File: src/rtl/caster_bus_pkg.sv
// Shared definitions for the caster bus initiator: FSM state encoding and
// the bit positions of the three caster enables.
package caster_bus_pkg;

  typedef enum logic [2:0] {
    IDLE,
    FETCH,
    ISSUE,
    WAIT,
    DRAIN,
    DONE
  } cbm_state_t;

  localparam int CASTER_IFMAP = 0;
  localparam int CASTER_FLTR  = 1;
  localparam int CASTER_PSUM  = 2;
  localparam int CASTER_EN_W  = 3;

endpackage

File: src/rtl/caster_bus_master_if.sv
// Buffer-side streams and caster-side bus of one MultiCaster initiator.
// The master modport is the initiator; slave is the buffer/caster side.
interface caster_bus_master_if #(
  parameter int DATA_WIDTH = 16
);
  logic [DATA_WIDTH-1:0]   ifmap_in_data;
  logic                    ifmap_in_valid;
  logic                    ifmap_in_ready;
  logic [DATA_WIDTH-1:0]   fltr_in_data;
  logic                    fltr_in_valid;
  logic                    fltr_in_ready;
  logic [2*DATA_WIDTH-1:0] psum_in_data;
  logic                    psum_in_valid;
  logic                    psum_in_ready;
  logic [2*DATA_WIDTH-1:0] psum_out_data;
  logic                    psum_out_valid;
  logic                    psum_out_ready;
  logic [DATA_WIDTH-1:0]   ifmap_data_B2M;
  logic [DATA_WIDTH-1:0]   fltr_data_B2M;
  logic [2*DATA_WIDTH-1:0] psum_data_B2M;
  logic [2*DATA_WIDTH-1:0] psum_data_M2B;
  logic [2:0]              caster_en;
  logic                    caster_ready;
  logic                    caster_valid;

  modport master (
    input  ifmap_in_data, ifmap_in_valid, fltr_in_data, fltr_in_valid,
    input  psum_in_data, psum_in_valid, psum_out_ready,
    input  psum_data_M2B, caster_ready, caster_valid,
    output ifmap_in_ready, fltr_in_ready, psum_in_ready,
    output psum_out_data, psum_out_valid,
    output ifmap_data_B2M, fltr_data_B2M, psum_data_B2M, caster_en
  );

  modport slave (
    output ifmap_in_data, ifmap_in_valid, fltr_in_data, fltr_in_valid,
    output psum_in_data, psum_in_valid, psum_out_ready,
    output psum_data_M2B, caster_ready, caster_valid,
    input  ifmap_in_ready, fltr_in_ready, psum_in_ready,
    input  psum_out_data, psum_out_valid,
    input  ifmap_data_B2M, fltr_data_B2M, psum_data_B2M, caster_en
  );
endinterface

File: src/rtl/caster_bus_master.sv
// Caster bus initiator: joins ifmap/filter/psum words, issues them to the
// MultiCaster, waits for the result and returns it, for pass_len passes.
module caster_bus_master
  import caster_bus_pkg::*;
#(
  parameter int DATA_WIDTH  = 16,
  parameter int NUM_COL     = 4,
  parameter int TIMEOUT_CYC = 1024
) (
  input  logic                clk,
  input  logic                rst,
  input  logic                start,
  input  logic [15:0]         pass_len,
  output logic                busy,
  output logic                done,
  output logic                err,
  caster_bus_master_if.master bus
);

  localparam int PW = 2 * DATA_WIDTH;
  localparam int TW = $clog2(TIMEOUT_CYC + 1);
  localparam logic [TW-1:0] TMO_LAST = TW'(TIMEOUT_CYC - 1);

  if (NUM_COL < 1) begin : g_bad_num_col
    $error("caster_bus_master: NUM_COL must be at least 1");
  end

  cbm_state_t            state_reg, state_next;
  logic [15:0]           pass_len_reg, pass_cnt_reg;
  logic [TW-1:0]         tmo_cnt_reg;
  logic                  err_reg;
  logic [DATA_WIDTH-1:0] ifmap_b2m_reg, fltr_b2m_reg;
  logic [PW-1:0]         psum_b2m_reg, psum_out_reg;

  logic join_ok, accept, issue_go, wait_hit, tmo_hit, drain_hs, last_pass;

  assign join_ok   = bus.ifmap_in_valid & bus.fltr_in_valid & bus.psum_in_valid;
  assign accept    = (state_reg == FETCH) & join_ok;
  assign issue_go  = (state_reg == ISSUE) & bus.caster_ready;
  assign wait_hit  = (state_reg == WAIT) & bus.caster_valid;
  // A valid arriving on the last allowed cycle still wins over the timeout.
  assign tmo_hit   = (state_reg == WAIT) & ~bus.caster_valid & (tmo_cnt_reg == TMO_LAST);
  assign drain_hs  = (state_reg == DRAIN) & bus.psum_out_ready;
  assign last_pass = (pass_cnt_reg + 16'd1) == pass_len_reg;

  always_ff @(posedge clk or posedge rst) begin
    if (rst) state_reg <= IDLE;
    else     state_reg <= state_next;
  end

  always_comb begin
    state_next    = state_reg;
    bus.caster_en = '0;
    case (state_reg)
      IDLE:  if (start) state_next = (pass_len == 16'd0) ? DONE : FETCH;
      FETCH: if (accept) state_next = ISSUE;
      ISSUE: begin
        bus.caster_en[CASTER_IFMAP] = bus.caster_ready;
        bus.caster_en[CASTER_FLTR]  = bus.caster_ready;
        bus.caster_en[CASTER_PSUM]  = bus.caster_ready;
        if (issue_go) state_next = WAIT;
      end
      WAIT: begin
        if (wait_hit)     state_next = DRAIN;
        else if (tmo_hit) state_next = IDLE;
      end
      DRAIN: if (drain_hs) state_next = last_pass ? DONE : FETCH;
      DONE:  state_next = IDLE;
      default: state_next = IDLE;
    endcase
  end

  always_ff @(posedge clk or posedge rst) begin
    if (rst) begin
      pass_len_reg  <= '0;
      pass_cnt_reg  <= '0;
      tmo_cnt_reg   <= '0;
      err_reg       <= 1'b0;
      ifmap_b2m_reg <= '0;
      fltr_b2m_reg  <= '0;
      psum_b2m_reg  <= '0;
      psum_out_reg  <= '0;
    end else begin
      if ((state_reg == IDLE) && start) begin
        pass_cnt_reg <= '0;
        pass_len_reg <= pass_len;
        err_reg      <= 1'b0;
      end
      if (accept) begin
        ifmap_b2m_reg <= bus.ifmap_in_data;
        fltr_b2m_reg  <= bus.fltr_in_data;
        psum_b2m_reg  <= bus.psum_in_data;
      end
      if (issue_go) tmo_cnt_reg <= '0;
      else if ((state_reg == WAIT) && !wait_hit && !tmo_hit) tmo_cnt_reg <= tmo_cnt_reg + TW'(1);
      if (tmo_hit)  err_reg      <= 1'b1;
      if (wait_hit) psum_out_reg <= bus.psum_data_M2B;
      if (drain_hs) pass_cnt_reg <= pass_cnt_reg + 16'd1;
    end
  end

  assign bus.ifmap_in_ready = accept;
  assign bus.fltr_in_ready  = accept;
  assign bus.psum_in_ready  = accept;
  assign bus.ifmap_data_B2M = ifmap_b2m_reg;
  assign bus.fltr_data_B2M  = fltr_b2m_reg;
  assign bus.psum_data_B2M  = psum_b2m_reg;
  assign bus.psum_out_data  = psum_out_reg;
  assign bus.psum_out_valid = (state_reg == DRAIN);

  assign busy = (state_reg != IDLE);
  assign done = (state_reg == DONE);
  assign err  = err_reg;

endmodule

File: src/flat_wrapper.sv
// flat-port wrapper written by rule: the top's interface ports become plain ports
module caster_bus_master_flat import caster_bus_pkg::*;
#(
  parameter int DATA_WIDTH  = 16,
  parameter int NUM_COL     = 4,
  parameter int TIMEOUT_CYC = 1024
)
  (clk, rst, start, pass_len, busy, done, err, bus_ifmap_in_data, bus_ifmap_in_valid, bus_fltr_in_data, bus_fltr_in_valid, bus_psum_in_data, bus_psum_in_valid, bus_psum_out_ready, bus_psum_data_M2B, bus_caster_ready, bus_caster_valid, bus_ifmap_in_ready, bus_fltr_in_ready, bus_psum_in_ready, bus_psum_out_data, bus_psum_out_valid, bus_ifmap_data_B2M, bus_fltr_data_B2M, bus_psum_data_B2M, bus_caster_en);
  caster_bus_master_if #(.DATA_WIDTH(DATA_WIDTH)) bus_i ();
  input  logic clk;
  input  logic rst;
  input  logic start;
  input  logic [15:0] pass_len;
  output logic busy;
  output logic done;
  output logic err;
  input wire logic [$bits(bus_i.ifmap_in_data)-1:0] bus_ifmap_in_data;
  input wire logic [$bits(bus_i.ifmap_in_valid)-1:0] bus_ifmap_in_valid;
  input wire logic [$bits(bus_i.fltr_in_data)-1:0] bus_fltr_in_data;
  input wire logic [$bits(bus_i.fltr_in_valid)-1:0] bus_fltr_in_valid;
  input wire logic [$bits(bus_i.psum_in_data)-1:0] bus_psum_in_data;
  input wire logic [$bits(bus_i.psum_in_valid)-1:0] bus_psum_in_valid;
  input wire logic [$bits(bus_i.psum_out_ready)-1:0] bus_psum_out_ready;
  input wire logic [$bits(bus_i.psum_data_M2B)-1:0] bus_psum_data_M2B;
  input wire logic [$bits(bus_i.caster_ready)-1:0] bus_caster_ready;
  input wire logic [$bits(bus_i.caster_valid)-1:0] bus_caster_valid;
  output wire logic [$bits(bus_i.ifmap_in_ready)-1:0] bus_ifmap_in_ready;
  output wire logic [$bits(bus_i.fltr_in_ready)-1:0] bus_fltr_in_ready;
  output wire logic [$bits(bus_i.psum_in_ready)-1:0] bus_psum_in_ready;
  output wire logic [$bits(bus_i.psum_out_data)-1:0] bus_psum_out_data;
  output wire logic [$bits(bus_i.psum_out_valid)-1:0] bus_psum_out_valid;
  output wire logic [$bits(bus_i.ifmap_data_B2M)-1:0] bus_ifmap_data_B2M;
  output wire logic [$bits(bus_i.fltr_data_B2M)-1:0] bus_fltr_data_B2M;
  output wire logic [$bits(bus_i.psum_data_B2M)-1:0] bus_psum_data_B2M;
  output wire logic [$bits(bus_i.caster_en)-1:0] bus_caster_en;
  assign bus_i.ifmap_in_data = bus_ifmap_in_data;
  assign bus_i.ifmap_in_valid = bus_ifmap_in_valid;
  assign bus_i.fltr_in_data = bus_fltr_in_data;
  assign bus_i.fltr_in_valid = bus_fltr_in_valid;
  assign bus_i.psum_in_data = bus_psum_in_data;
  assign bus_i.psum_in_valid = bus_psum_in_valid;
  assign bus_i.psum_out_ready = bus_psum_out_ready;
  assign bus_i.psum_data_M2B = bus_psum_data_M2B;
  assign bus_i.caster_ready = bus_caster_ready;
  assign bus_i.caster_valid = bus_caster_valid;
  assign bus_ifmap_in_ready = bus_i.ifmap_in_ready;
  assign bus_fltr_in_ready = bus_i.fltr_in_ready;
  assign bus_psum_in_ready = bus_i.psum_in_ready;
  assign bus_psum_out_data = bus_i.psum_out_data;
  assign bus_psum_out_valid = bus_i.psum_out_valid;
  assign bus_ifmap_data_B2M = bus_i.ifmap_data_B2M;
  assign bus_fltr_data_B2M = bus_i.fltr_data_B2M;
  assign bus_psum_data_B2M = bus_i.psum_data_B2M;
  assign bus_caster_en = bus_i.caster_en;
  caster_bus_master #(.DATA_WIDTH(DATA_WIDTH), .NUM_COL(NUM_COL), .TIMEOUT_CYC(TIMEOUT_CYC)) u_core (.clk(clk), .rst(rst), .start(start), .pass_len(pass_len), .busy(busy), .done(done), .err(err), .bus(bus_i));
endmodule
File: config.mk
export PLATFORM = sky130hd
export DESIGN_NAME = caster_bus_master_flat
export DESIGN_NICKNAME = d
export VERILOG_FILES = /design/src/rtl/caster_bus_pkg.sv /design/src/rtl/caster_bus_master_if.sv /design/src/rtl/caster_bus_master.sv /design/src/flat_wrapper.sv
export SDC_FILE = /design/constraint.sdc
export NUM_CORES = 1
export LEC_CHECK = 0
export ABC_AREA = 1
export CORE_MARGIN = 2
export CORE_UTILIZATION = 42
export CTS_BUF_LIST = sky130_fd_sc_hd__clkbuf_2 sky130_fd_sc_hd__clkbuf_4 sky130_fd_sc_hd__clkbuf_8
export DETAILED_ROUTE_END_ITERATION = 8
export PLACE_DENSITY_LB_ADDON = 0.15
export SLEW_MARGIN = 20
export SYNTH_ARGS = -nofsm -noshare
export SYNTH_HDL_FRONTEND = slang
export SYNTH_SLANG_ARGS = --single-unit
File: constraint.sdc
create_clock -name clk -period 5 [get_ports clk]
set_input_delay 1 -clock clk [delete_from_list [all_inputs] [get_ports clk]]
set_output_delay 1 -clock clk [all_outputs]
set_load 0.005 [all_outputs]
==> impl_metrics.py <==
metrics = {
    "grt": {
        "grt.total_usage": 0.219,
        "antenna_found_initial": 1,
        "grt_pass1_vias": 5617,
        "grt_pass1_wl_um": 27800,
        "overflow": 0,
        "grt_max_degree": 92,
    },
    "final_layout": {
        "final_nets": 1061,
        "antennaDiodeCount": 0,
        "drive_gt1_frac": 0.0979,
        "final_cell_area_um2": 9180,
        "syn2layout_area_growth_pct": 43.6,
        "final_util": 0.610,
    },
    "clock_network": {
        "cts_tree": "yes",
        "cts_buffers": 17,
        "clk_pin_slew_ns": 0.08,
        "insertion_delay_ns": 0.44,
        "ctsResizeCount": 0,
        "cts_max_level": 4,
        "clock_path_buffers": 2,
        "postCtsSetupRepairBufs": 0,
        "clockRootBuffer": "clkbuf_8",
        "cts_sinks": 143,
        "ctsHoldBuffers": 0,
    },
    "yosys": {
        "synth_seq_cells": 143,
        "syn_inst": 714,
        "yosysSeqAreaShare": 0.560,
        "yosys_warnings": 0,
        "synth.cell_area_um2": 6390,
        "post_synth.cell_area_avg_um2": 8.95,
        "synth.net_count": 837,
        "ys_types": 31,
    },
    "worst_hold_path": {
        "min_path_type": "flop to flop",
        "hp-start": "u_core.bus.psum_data_B2M[21]",
    },
    "pwr": {
        "power_uw": 4580,
        "leakage_uw": 0.00423,
        "peakVddDrop_uv": 280,
        "p_per_area_nw_per_um2": 499,
    },
    "floorplanning": {
        "floorplan.initialDensity": 0.425,
        "fp.coreArea_um2": 15000,
        "rows": 45,
        "dieArea_um2": 16200,
        "fp.dieH_um": 127,
        "io_pins": 227,
        "die_w_um": 127,
    },
    "routing": {
        "drtIter0Drc": 262,
        "drtAntennaViolNets": 0,
        "wirelength_um": 16900,
        "dr.pass1.iters": 4,
        "vias_per_cell": 4.78,
        "wire_per_inst_um": 14.8,
        "vias": 5445,
        "remaining_drc_errors": 0,
    },
    "timing": {
        "finalCritPeriodShare": 0.728,
        "setup_tns_ns": 0,
        "hold_violations": 0,
        "worst_pin_slew_ns": 1.06,
        "max_freq_mhz": 275,
        "maxSlewHeadroom": 0.291,
        "layout_min_cycle_time_ns": 3.64,
        "holdWs_ns": 0.472,
        "skew_ns": 0.00926,
        "rsz0062_at_grt": "no",
        "setup_viol": 0,
        "final_max_slew_viol_count": 0,
    },
    "worst_setup_path": {
        "regToRegStartpoint": "u_core.state_reg[2]",
        "startpoint_type": "input port",
        "critical_path_class": "input port to primary output",
        "crit_required_ns": 4.00,
        "path_max_fanout": 10,
        "end_kind": "primary output",
        "cp-startpoint": "bus_caster_ready",
        "cp.arrival_ns": 2.64,
    },
    "place": {
        "io_buffers": 226,
        "dpl.hpwl_um": 12300,
        "globalplace.congestion": 0.822,
        "place_area_um2": 8800,
    },
    "outcome": {
        "status": "completed",
    },
    "flow_run": {
        "maxCapViolations": 0,
    },
}
[worst paths after layout]
| path | end | slack [ns] | cells after the start |
|---|---|---|---|
| min in group asynchronous | u_core.bus.psum_data_B2M[25] | 1.08 | 2 |
| max in group asynchronous | u_core.bus.psum_out_data[25] | 2.96 | 3 |
| worst max register to register | u_core.bus.fltr_data_B2M[3] | 2.78 | 7 |
| worst min-delay path | u_core.bus.psum_data_B2M[21] | 0.47 | 2 |
| worst max-delay path | bus_caster_en[1] | 1.36 | 4 |
| worst min register to register | u_core.bus.psum_data_B2M[21] | 0.47 | 2 |
[kinds of logic after synthesis]
family,Yosys count,synth area share
and+or+nand+nor,399,0.264
buffers and inverters,75,0.0505
xor gates and xnor gates,7,0.0119
adders and majority gates,2,0.00391
muxes,38,0.0670
AOI/OAI and AO/OA,50,0.0425
DFF,143,0.560
[Yosys cell counts]
cell	number	area, um^2
xnor2_1	3	26.3
a32o_1	1	10.0
a21oi_1	18	90.1
buf_4	7	52.6
nor4_1	6	37.5
o21ai_0	18	90.1
ha_1	2	25.0
dfrtp_1	143	3580
xor3_1	1	23.8
inv_1	44	165
o21ai_1	2	10.0
nand3_2	1	10.0
nand2_1	288	1080
xor2_1	3	26.3
nor2_4	4	45.0
nand4_1	12	75.1
nor3_2	1	10.0
nor3_1	9	45.0
a21o_1	1	7.51
nor2_2	3	18.8
mux2_2	38	428
buf_2	12	60.1
nor2_1	29	109
o22ai_1	9	56.3
nor3b_2	1	12.5
nor4_2	2	25.0
clkbuf_1	8	30.0
nand3_1	41	205
inv_2	4	15.0
nand3b_1	2	15.0
o21bai_1	1	7.51
[where the power goes]
part / switching [uW] / leakage (uW) / internal, uW
clock network: 443 / 0.000188 / 419
registers: 277 / 0.00179 / 1630
logic: 725 / 0.00225 / 1090
[per-stage QoR]
step	setup slack [ns]	instances
finish	1.36	1138
global route	1.21	1138
CTS	1.33	1138
detailed placement	1.33	1107
global placement	1.34	1107
floorplan	0.162	714
[critical path, cell delays in order]
cell	delay (ns)
clkdlybuf4s50_1	0.47
nand4_1	0.33
inv_1	0.30
clkdlybuf4s50_1	0.54
[metal layers]
layer  track usage  vias to the layer above  routed length [um]
li1              -                     2740                   -
met3        0.0984                       10                1520
met4        0.0543                        2                 143
met5             0                        -                  13
met2         0.367                      152                8380
met1         0.258                     2541                6800
[placed cells by master, fill, tap and decap left out, types with 2 or more instances in the layout]
master | netlist | final
nand2_1 | 288 | 288
clkdlybuf4s50_1 | 0 | 226
dfrtp_1 | 143 | 143
inv_1 | 44 | 43
nand3_1 | 41 | 41
mux2_2 | 38 | 38
nor2_1 | 29 | 28
clkbuf_8 | 0 | 19
a21oi_1 | 18 | 18
o21ai_0 | 18 | 18
nand4_1 | 12 | 12
o22ai_1 | 9 | 9
nor3_1 | 9 | 9
nor4_1 | 6 | 6
buf_4 | 7 | 6
nor2_4 | 4 | 5
clkinv_4 | 0 | 5
inv_2 | 4 | 4
nor2_2 | 3 | 3
xnor2_1 | 3 | 3
xor2_1 | 3 | 3
clkinv_2 | 0 | 3
o21ai_1 | 2 | 2
nor4_2 | 2 | 2
inv_6 | 0 | 2
nand3b_1 | 2 | 2
ha_1 | 2 | 2
clkinvlp_4 | 0 | 2
[cell type report]
class,count,area (um^2)
well taps,188,235
repair buffers,232,2310
flip-flops and latches,143,3580
clock inverters,12,113
fillers,1308,5860
inverters,48,185
clock buffers,19,262
multi-input cells,496,2500
No activity file was read; power rests on OpenSTA's default activity.
